File: config.mk
export PLATFORM = sky130hd
export DESIGN_NAME = fmul_pipe
export DESIGN_NICKNAME = d
export VERILOG_FILES = /design/src/rtl/fpu_pkg.sv /design/src/rtl/fmul_round.sv /design/src/rtl/fmul_pipe.sv
export SDC_FILE = /design/constraint.sdc
export NUM_CORES = 2
export LEC_CHECK = 0
export BUFFER_PORTS_ARGS = -buffer_cell sky130_fd_sc_hd__buf_4
export CAP_MARGIN = 20
export CORE_AREA = 3 3 295 152
export CTS_CLUSTER_SIZE = 25
export DETAILED_ROUTE_END_ITERATION = 16
export DIE_AREA = 0 0 298 155
export PLACE_DENSITY_LB_ADDON = 0.1
export REMOVE_ABC_BUFFERS = 1
export SETUP_SLACK_MARGIN = 0.3
export SYNTH_ARGS = -nofsm -noshare
export SYNTH_HDL_FRONTEND = slang
export SYNTH_HIERARCHICAL = 1
export SYNTH_SLANG_ARGS = --single-unit
export TNS_END_PERCENT = 30
File: constraint.sdc
create_clock -name clk -period 7.4 [get_ports clk]
set_input_delay 1.48 -clock clk [delete_from_list [all_inputs] [get_ports clk]]
set_output_delay 1.48 -clock clk [all_outputs]
set_load 0.01 [all_outputs]
File: src/rtl/fpu_pkg.sv
// Shared FPU definitions for the binary32 multiplier datapath.
//   fp32_t      : packed IEEE-754 binary32 view (sign / exp[7:0] / man[22:0])
//   fp_class_t  : operand / product classification
//   classify()  : classify one operand (denormals classify as ZERO)
//   mul_class() : combine two operand classes into the product class
package fpu_pkg;

    typedef struct packed {
        logic        sign;
        logic [7:0]  exp;
        logic [22:0] man;
    } fp32_t;

    typedef enum logic [1:0] {
        ZERO = 2'd0,
        NORM = 2'd1,
        INF  = 2'd2,
        NAN  = 2'd3
    } fp_class_t;

    localparam int unsigned EXP_BIAS = 127;
    localparam int unsigned EXP_MAX  = 255;
    localparam logic [31:0] QNAN     = 32'h7fc0_0000;

    // Signed 10-bit forms used by the exponent datapath.
    localparam logic signed [9:0] EXP_BIAS_S = 10'sd127;
    localparam logic signed [9:0] EXP_MAX_S  = 10'sd255;

    function automatic fp_class_t classify(input fp32_t f);
        fp_class_t c;
        if (f.exp == 8'd0) begin
            c = ZERO;                       // denormals flush to zero
        end else if (f.exp == 8'(EXP_MAX)) begin
            c = (f.man != '0) ? NAN : INF;
        end else begin
            c = NORM;
        end
        return c;
    endfunction

    // Priority: NaN (incl. inf*0) > inf > zero > normal.
    function automatic fp_class_t mul_class(input fp_class_t c1, input fp_class_t c2);
        fp_class_t c;
        if ((c1 == NAN) || (c2 == NAN) ||
            ((c1 == INF) && (c2 == ZERO)) || ((c1 == ZERO) && (c2 == INF))) begin
            c = NAN;
        end else if ((c1 == INF) || (c2 == INF)) begin
            c = INF;
        end else if ((c1 == ZERO) || (c2 == ZERO)) begin
            c = ZERO;
        end else begin
            c = NORM;
        end
        return c;
    endfunction

endpackage

File: src/rtl/fmul_round.sv
// Combinational normalise + round-to-nearest-even + pack for the binary32
// multiplier.
//   prod_i : 48-bit product of the two 24-bit significands (1.xx * 1.xx)
//   sign_i : result sign
//   exp_i  : biased exponent e1+e2-127, 10-bit signed, before normalisation
//   cls_i  : product class (special cases override the arithmetic result)
//   y_o    : packed binary32 result
//   ovf_o  : finite*finite overflowed to +/-inf
//   unf_o  : nonzero finite product flushed to +/-0
module fmul_round
    import fpu_pkg::*;
(
    input  logic [47:0]        prod_i,
    input  logic               sign_i,
    input  logic signed [9:0]  exp_i,
    input  fp_class_t          cls_i,
    output logic [31:0]        y_o,
    output logic               ovf_o,
    output logic               unf_o
);

    logic [22:0]       mant;
    logic              guard;
    logic              sticky;
    logic              rnd_up;
    logic [23:0]       mant_r;
    logic signed [9:0] e_norm;
    logic signed [9:0] e_fin;

    always_comb begin
        // Product lies in [1,4): a set bit 47 means one extra exponent step.
        if (prod_i[47]) begin
            mant   = prod_i[46:24];
            guard  = prod_i[23];
            sticky = |prod_i[22:0];
            e_norm = exp_i + 10'sd1;
        end else begin
            mant   = prod_i[45:23];
            guard  = prod_i[22];
            sticky = |prod_i[21:0];
            e_norm = exp_i;
        end

        rnd_up = guard & (sticky | mant[0]);
        mant_r = {1'b0, mant} + {23'd0, rnd_up};
        // Carry out of the fraction means 1.111..1 rounded to 10.000..0;
        // the fraction bits are already zero, only the exponent moves.
        e_fin  = mant_r[23] ? (e_norm + 10'sd1) : e_norm;

        y_o   = '0;
        ovf_o = 1'b0;
        unf_o = 1'b0;
        case (cls_i)
            NAN:  y_o = QNAN;
            INF:  y_o = {sign_i, 8'hff, 23'd0};
            ZERO: y_o = {sign_i, 31'd0};
            default: begin
                if (e_fin >= EXP_MAX_S) begin
                    y_o   = {sign_i, 8'hff, 23'd0};
                    ovf_o = 1'b1;
                end else if (e_fin <= 10'sd0) begin
                    y_o   = {sign_i, 31'd0};
                    unf_o = 1'b1;
                end else begin
                    y_o = {sign_i, e_fin[7:0], mant_r[22:0]};
                end
            end
        endcase
    end

endmodule

File: src/rtl/fmul_pipe.sv
// Pipelined IEEE-754 binary32 multiplier, y = x1*x2 with RNE rounding.
// Each stage is a valid bit plus a payload; a stage loads whenever it is
// empty or its content moves on, so bubbles collapse and a full pipeline
// holds NSTAGE operations.
//   clk, rst            : clock, synchronous active-high reset
//   in_valid/in_ready   : operand handshake (x1, x2, in_tag)
//   out_valid/out_ready : result handshake (y, ovf, unf, out_tag)
// Stage 1 unpacks/classifies, stage 2 multiplies significands, stage 3
// normalises/rounds/packs; NSTAGE=2 merges the last two, NSTAGE>3 appends
// plain retiming stages.
module fmul_pipe
    import fpu_pkg::*;
#(
    parameter int unsigned NSTAGE = 3,
    parameter int unsigned TAG_W  = 5
) (
    input  logic             clk,
    input  logic             rst,
    input  logic             in_valid,
    output logic             in_ready,
    input  logic [31:0]      x1,
    input  logic [31:0]      x2,
    input  logic [TAG_W-1:0] in_tag,
    output logic             out_valid,
    input  logic             out_ready,
    output logic [31:0]      y,
    output logic             ovf,
    output logic             unf,
    output logic [TAG_W-1:0] out_tag
);

    typedef struct packed {
        logic              sign;
        logic signed [9:0] exp;
        fp_class_t         cls;
        logic [23:0]       m1;
        logic [23:0]       m2;
        logic [TAG_W-1:0]  tag;
    } p1_t;

    typedef struct packed {
        logic              sign;
        logic signed [9:0] exp;
        fp_class_t         cls;
        logic [47:0]       prod;
        logic [TAG_W-1:0]  tag;
    } p2_t;

    typedef struct packed {
        logic [31:0]      y;
        logic             ovf;
        logic             unf;
        logic [TAG_W-1:0] tag;
    } res_t;

    logic [NSTAGE:1] vld_q;
    logic [NSTAGE:1] ld;
    logic            chain;

    // ld[i]: stage i takes the content of stage i-1 this cycle.
    always_comb begin
        chain = out_ready;
        ld    = '0;
        for (int unsigned i = 0; i < NSTAGE; i++) begin
            chain          = !vld_q[NSTAGE - i] || chain;
            ld[NSTAGE - i] = chain;
        end
    end

    assign in_ready  = ld[1];
    assign out_valid = vld_q[NSTAGE];

    always_ff @(posedge clk) begin
        if (rst) begin
            vld_q <= '0;
        end else begin
            if (ld[1]) begin
                vld_q[1] <= in_valid;
            end
            for (int unsigned i = 2; i <= NSTAGE; i++) begin
                if (ld[i]) begin
                    vld_q[i] <= vld_q[i-1];
                end
            end
        end
    end

    // ---------------- stage 1: unpack + classify ----------------
    fp32_t a;
    fp32_t b;
    p1_t   p1_d;
    p1_t   p1_q;

    assign a = fp32_t'(x1);
    assign b = fp32_t'(x2);

    always_comb begin
        p1_d.sign = a.sign ^ b.sign;
        p1_d.exp  = $signed({2'b00, a.exp}) + $signed({2'b00, b.exp}) - EXP_BIAS_S;
        p1_d.cls  = mul_class(classify(a), classify(b));
        p1_d.m1   = {1'b1, a.man};
        p1_d.m2   = {1'b1, b.man};
        p1_d.tag  = in_tag;
    end

    always_ff @(posedge clk) begin
        if (ld[1]) begin
            p1_q <= p1_d;
        end
    end

    // ---------------- rounding unit (shared by both layouts) ----------------
    logic [47:0]       rnd_prod;
    logic              rnd_sign;
    logic signed [9:0] rnd_exp;
    fp_class_t         rnd_cls;
    logic [TAG_W-1:0]  rnd_tag;
    res_t              rnd_res;
    res_t              res_out;

    fmul_round u_round (
        .prod_i (rnd_prod),
        .sign_i (rnd_sign),
        .exp_i  (rnd_exp),
        .cls_i  (rnd_cls),
        .y_o    (rnd_res.y),
        .ovf_o  (rnd_res.ovf),
        .unf_o  (rnd_res.unf)
    );
    assign rnd_res.tag = rnd_tag;

    generate
        if (NSTAGE == 2) begin : g_merge
            res_t res2_q;

            assign rnd_prod = 48'(p1_q.m1) * 48'(p1_q.m2);
            assign rnd_sign = p1_q.sign;
            assign rnd_exp  = p1_q.exp;
            assign rnd_cls  = p1_q.cls;
            assign rnd_tag  = p1_q.tag;

            always_ff @(posedge clk) begin
                if (rst) begin
                    res2_q <= '0;
                end else if (ld[2]) begin
                    res2_q <= rnd_res;
                end
            end

            assign res_out = res2_q;
        end else begin : g_split
            p2_t  p2_q;
            res_t res_q [3:NSTAGE];

            always_ff @(posedge clk) begin
                if (ld[2]) begin
                    p2_q.sign <= p1_q.sign;
                    p2_q.exp  <= p1_q.exp;
                    p2_q.cls  <= p1_q.cls;
                    p2_q.prod <= 48'(p1_q.m1) * 48'(p1_q.m2);
                    p2_q.tag  <= p1_q.tag;
                end
            end

            assign rnd_prod = p2_q.prod;
            assign rnd_sign = p2_q.sign;
            assign rnd_exp  = p2_q.exp;
            assign rnd_cls  = p2_q.cls;
            assign rnd_tag  = p2_q.tag;

            always_ff @(posedge clk) begin
                if (rst) begin
                    for (int unsigned k = 3; k <= NSTAGE; k++) begin
                        res_q[k] <= '0;
                    end
                end else begin
                    if (ld[3]) begin
                        res_q[3] <= rnd_res;
                    end
                    for (int unsigned k = 4; k <= NSTAGE; k++) begin
                        if (ld[k]) begin
                            res_q[k] <= res_q[k-1];
                        end
                    end
                end
            end

            assign res_out = res_q[NSTAGE];
        end
    endgenerate

    assign y       = res_out.y;
    assign ovf     = res_out.ovf;
    assign unf     = res_out.unf;
    assign out_tag = res_out.tag;

endmodule

# After elaboration in Yosys (flattened, before gate mapping)
# Memory sizes are Yosys's and may differ from the RTL's.
# Index checks and enable logic that the tools add are counted.
op_classes:
  add_sub_neg: 5
  multipliers: 1
  n_lt_le_gt_ge: 2
  eq_ne: 8
  muxes: 27
  n_bitwise: 4
  reduce_logical: 24
ops:
  columns: ["cell", "count"]
  rows:
  - ["$pmux W32 S3", 1]
  - ["$mux W31", 2]
  - ["$mul A24 B24 Y48", 1]
  - ["$reduce_bool A23 Y1", 2]
  - ["$mux W39", 1]
  - ["$add A23 B1 Y24", 1]
  - ["$mux W23", 1]
  - ["$reduce_or A23 Y1", 1]
  - ["$reduce_or A22 Y1", 1]
  - ["$add A10 B2 Y10 const B", 2]
  - ["$mux W10", 2]
  - ["$eq A8 B8 Y1 const B", 2]
  - ["$logic_not A8 Y1", 2]
  - ["$mux W1", 16]
  - ["$eq A2 B2 Y1 const B", 6]
  - ["$ge A10 B9 Y1 const B", 1]
  - ["$le A10 B1 Y1 const B", 1]
  - ["$sub A9 B7 Y10 const B", 1]
  - ["$add A8 B8 Y9", 1]
  - ["$logic_or A1 B1 Y1", 8]
  - ["$mux W2", 4]
  - ["$logic_not A2 Y1", 3]
  - ["$logic_not A1 Y1", 3]
  - ["$reduce_or A3 Y1", 1]
  - ["other kinds (5)", 7]
word_totals:
  regBits: 133
  ramBits: 39
  in_bits: 73
  out_inout_bits: 41
  elab_cells: 87
  memories: 1
mem_list:
  columns: ["memory", "depth", "width", "rd", "rd_ports_with_merged_regs", "write_ports", "line", "text"]
  rows:
  - ["g_split.res_q", 1, 39, 1, 0, 1, "fmul_pipe.sv:153", "res_t res_q [3:NSTAGE];"]

# Logic depth before layout (Yosys ltp)
logic_depth:
  word_depth: 11
  ltp_mapped: 28
  depth_no_buf: 26

# By module
# Netlist, hierarchy kept.
modules_own_cells:
  columns: ["mod", "n_inst", "cells_each", "area_each_um2", "seq_area_each_um2"]
  rows:
  - ["fmul_pipe", 1, 2448, 24755.0, 5134.9]
  - ["fmul_round", 1, 329, 2299.7, 0.0]

# Worst setup path before layout
# No wires, ideal clock.
synth_timing:
  path_type: "register to register"
  startpoint: "register p1_q[42] (netlist bit)"
  endpoint: "register g_split.p2_q, in the netlist rnd_prod[44] (data pin)"
  setup_ps: 262
  t_arrival_ps: 6473
  required_time_ps: 7138
  path_slack_ps: 665
  path_stages_with_launch: 29
  n_path_buf: 2
  synth_period_minus_slack_ps: 6735
  cell_sequence: "edfxtp_1 -> clkbuf_1 -> nand2_1 -> fa_1 -> inv_1 -> fa_1 -> inv_1 -> fa_1 -> inv_1 -> fa_1 -> inv_1 -> fa_1 -> inv_1 -> fa_1 -> inv_1 -> fa_1 -> inv_1 -> ha_1 -> buf_2 -> o21ai_0 -> o21ai_1 -> o2111ai_1 -> a41o_1 -> a21o_1 -> o21ai_4 -> nor3_2 -> o31a_1 -> o21ai_1 -> xor2_1"
synth_between:
  elab_chain_cells: 1
synth_lines:
  columns: ["element", "line", "text"]
  rows:
  - ["start, declared", "fmul_pipe.sv:92", "p1_t p1_q;"]
  - ["start signal, assigned", "fmul_pipe.sv:108", "p1_q <= p1_d;"]
  - ["$mul A24 B24 Y48", "fmul_pipe.sv:160", "p2_q.prod <= 48'(p1_q.m1) * 48'(p1_q.m2);"]
  - ["end, declared", "fmul_pipe.sv:152", "p2_t p2_q;"]
# Every way passes these cells.
# A chain may end at the register's enable or synchronous reset.

# Worst setup path after layout
layout_timing:
  startpoint: "register p1_q[47] (netlist bit)"
  endpoint: "register g_split.p2_q, in the netlist rnd_prod[46] (data pin)"
# The elaborated chain is that of the path after synthesis.

==> impl_metrics.yaml <==
die:
  ios: 114
  start_util: 0.6435
  num_rows: 53
  core_um2: 42040
  die_w_um: 298
  die_h_um: 155
  die_area_um2: 46190
logic_synthesis:
  synth_area_um2: 27050
  netlist.top_cell.by_area: "fa_1"
  synth_warnings: 6
  syn_area_per_cell_um2: 9.742
  synth-async-reset-ratio: 0
  synth_top_area_share: 0.3574
  ys_ff_latch: 172
  synth_adder_area_share: 0.4457
  synth-edff-count: 169
  synth_top_family_by_area: "adder cells"
  synth-compound-area-share: 0.05739
  synthesis.instances: 2777
  ys_seq_area_frac: 0.1898
  yosys.area_share.xor_xnor: 0.03038
  synth_cell_types: 83
  synthTopCellsByArea: "fa_1 36%, edfxtp_1 19%, ha_1 8.8%"
  muxShareOfSynthArea: 0.006752
  ys.flop_type: "edfxtp_1"
  synth-simple-area-share: 0.1666
setup_path:
  crit_path_max_fanout: 6
  setup.reg_to_reg.worst_slack_ns: 0.43
  crit_top_cell: "fa_1"
  path_delay_family: "adder cells"
  setup.worst_path.class: "register to register"
  cp_cell_sequence: "buf_4 > and2_1 > fa_1 > fa_1 > inv_1 > fa_1 > fa_1 > inv_1 > fa_1 > fa_1 > inv_1 > fa_1 > inv_1 > ha_4 > a211oi_1 > o21ai_1 > o2111ai_2 > and3_1 > a21o_1 > o21ai_4 > a21oi_2 > o21ai_2 > a211oi_1 > xnor2_1"
  cp_num_buf_inv: 5
  crit_arrival_ns: 7.18
  crit_path_top_delay_cell: "fa_1"
  slowest_delay_ns: 0.57
  cp_data_required_time_ns: 7.61
  endpoint_kind: "register"
  startpoint_type: "register"
cells_and_area:
  mostFrequentLayoutCells: "596 x inv_1, 480 x fa_1, 318 x nand2_1"
  fin_nets: 3684
  fillerInstances: 3132
  final_common_cell: "inv_1"
  drive_gt1_frac: 0.1298
  syn2layout_area_growth_pct: 12.61
clocking:
  cts_made_buffers: 17
  clockRootBuffer: "clkbuf_16"
  cts_num_sinks: 172
  cts.path.max_buffers: 2
  cts_tree: "done"
  clk_pin_slew_ns: 0.07
  h-tree-depth: 4
  worst_skew_pair.late_latency_ns: 0.47
  hold_buffers: 0
timing:
  maxSlewViolCount: 0
  finalSetupViolCount: 0
  rsz0062_at_grt: "false"
  worst_slew_margin_rel: 0.3191
  tns_ns: 0
  tightest_slew_ns: 1.021
  clock-skew-final_ns: 0.02384
  hold_viol_final: 0
  max_freq_ghz: 0.1435
  period_share: 0.9420
  finalCriticalPeriod_ns: 6.971
detailed_routing:
  vias_per_cell: 5.599
  route.vias.total: 19750
  routedWlPerCell_um: 20.60
  detail-route-antenna-nets: 0
  drc: 0
  drtIter0Drc: 1718
  drt_wl_total_um: 72670
  drtPass1Iterations: 8
grt:
  overflow: 0
  grt_pass1_wl_um: 112000
  grtUsageTotal: 0.3194
  grt_max_degree: 60
  grt_pass1_vias: 20130
  antenna_found_initial: 1
placed_design:
  gp_congestion: 0.9937
  port_buffers: 113
  hpwl_um: 57060
run_status:
  outcome: "finished clean"
min_path:
  hold_path_class: "register to register"
flow_run:
  maxCapViolCount: 0
==> path summary, 6_finish.rpt <==
check | from | to | cells after the start
worst max-delay path | p1_q[47] | rnd_prod[46] | 24
worst min-delay path | p1_q[62] | rnd_exp[7] | 0
worst max register to register | p1_q[47] | rnd_prod[46] | 24
worst min register to register | p1_q[62] | rnd_exp[7] | 0
==> state kept, by name, summed over array words and instances (netlist names) <==
name and cells:
p1_q 64, rnd_tag 5, rnd_exp 10, rnd_sign 1
vld_q 3, rnd_cls 2, g_split.res_q 39, rnd_prod 48
==> cell usage after synthesis, types with 6 or more instances <==
master,instances
a211oi_1,12
a21boi_0,6
a21o_1,37
a21oi_1,65
a31oi_1,6
and2_1,287
and3_1,9
buf_2,8
clkbuf_1,105
edfxtp_1,169
fa_1,483
ha_1,191
inv_1,602
mux2i_1,16
nand2_1,319
nand3_1,32
nand4_1,21
nor2_1,95
nor2b_1,8
nor3_1,7
nor3_2,19
nor4_1,26
o21a_1,6
o21ai_0,29
o21ai_1,14
o21bai_1,8
o31a_1,9
o31ai_1,6
xnor2_1,54
xor2_1,38
==> per-layer routing <==
| metal | track usage | share of wire |
|---|---|---|
| met5 | 0.04969 | 0.0011 |
| met3 | 0.1428 | 0.14 |
| met1 | 0.4437 | 0.42 |
| met4 | 0.07338 | 0.024 |
| met2 | 0.4584 | 0.41 |
==> cells by family after synthesis <==
| group | after synthesis |
|---|---|
| AOI/OAI and AO/OA | 232 |
| xor gates and xnor gates | 93 |
| adders and majority gates | 674 |
| buffers and inverters | 727 |
| DFF | 172 |
| muxes | 18 |
| and+or+nand+nor | 861 |
==> per-stage QoR <==
stage / hold WS [ns] / worst slack [ns] / util / instance area [um^2] / std cells
2_1_floorplan: 0.4003 / 0.6501 / - / 26530 / 2655
3_3_place_gp: 0.4015 / 0.2556 / 0.6875 / 28900 / 3436
3_5_place_dp: 0.4052 / 0.1350 / 0.6875 / 28900 / 3436
4_1_cts: 0.4167 / 0.2721 / 0.7059 / 29680 / 3485
5_1_grt: 0.4210 / 0.2072 / 0.7246 / 30470 / 3528
6_report: 0.4172 / 0.4294 / 0.7246 / 30470 / 3528
==> worst reg2reg max path: stages (launching register included) <==
cell and delay [ns]:
edfxtp_1 0.55, buf_4 0.21, and2_1 0.14, fa_1 0.50
fa_1 0.57, inv_1 0.06, fa_1 0.50, fa_1 0.52
inv_1 0.06, fa_1 0.49, fa_1 0.49, inv_1 0.05
fa_1 0.55, inv_1 0.10, ha_4 0.25, a211oi_1 0.26
o21ai_1 0.12, o2111ai_2 0.10, and3_1 0.20, a21o_1 0.21
o21ai_4 0.11, a21oi_2 0.22, o21ai_2 0.09, a211oi_1 0.29
xnor2_1 0.09
==> repair_timing <==
item | in CTS | in global routing
endpoints found under the hold margin | 0 | 0
setup endpoints to repair | 7 | 16
buffers inserted | 17 | 40
resized for setup | 0 | 76
pin swaps | 0 | 13
==> layout make-up <==
type | count | area (um^2) | area share
Antenna cell | 1 | 2.502 | 0.00008214
Clock buffer | 20 | 446.7 | 0.01466
Clock inverter | 12 | 123.9 | 0.004066
Inverter | 605 | 2282 | 0.07491
Multi-Input combinational cell | 1878 | 19340 | 0.6349
Sequential cell | 172 | 5135 | 0.1685
Tap cell | 577 | 721.9 | 0.02370
Timing Repair Buffer | 263 | 2411 | 0.07914
Power is not shown: default switching activity piles up to over one toggle a cycle in this logic, so the estimate is an artifact.
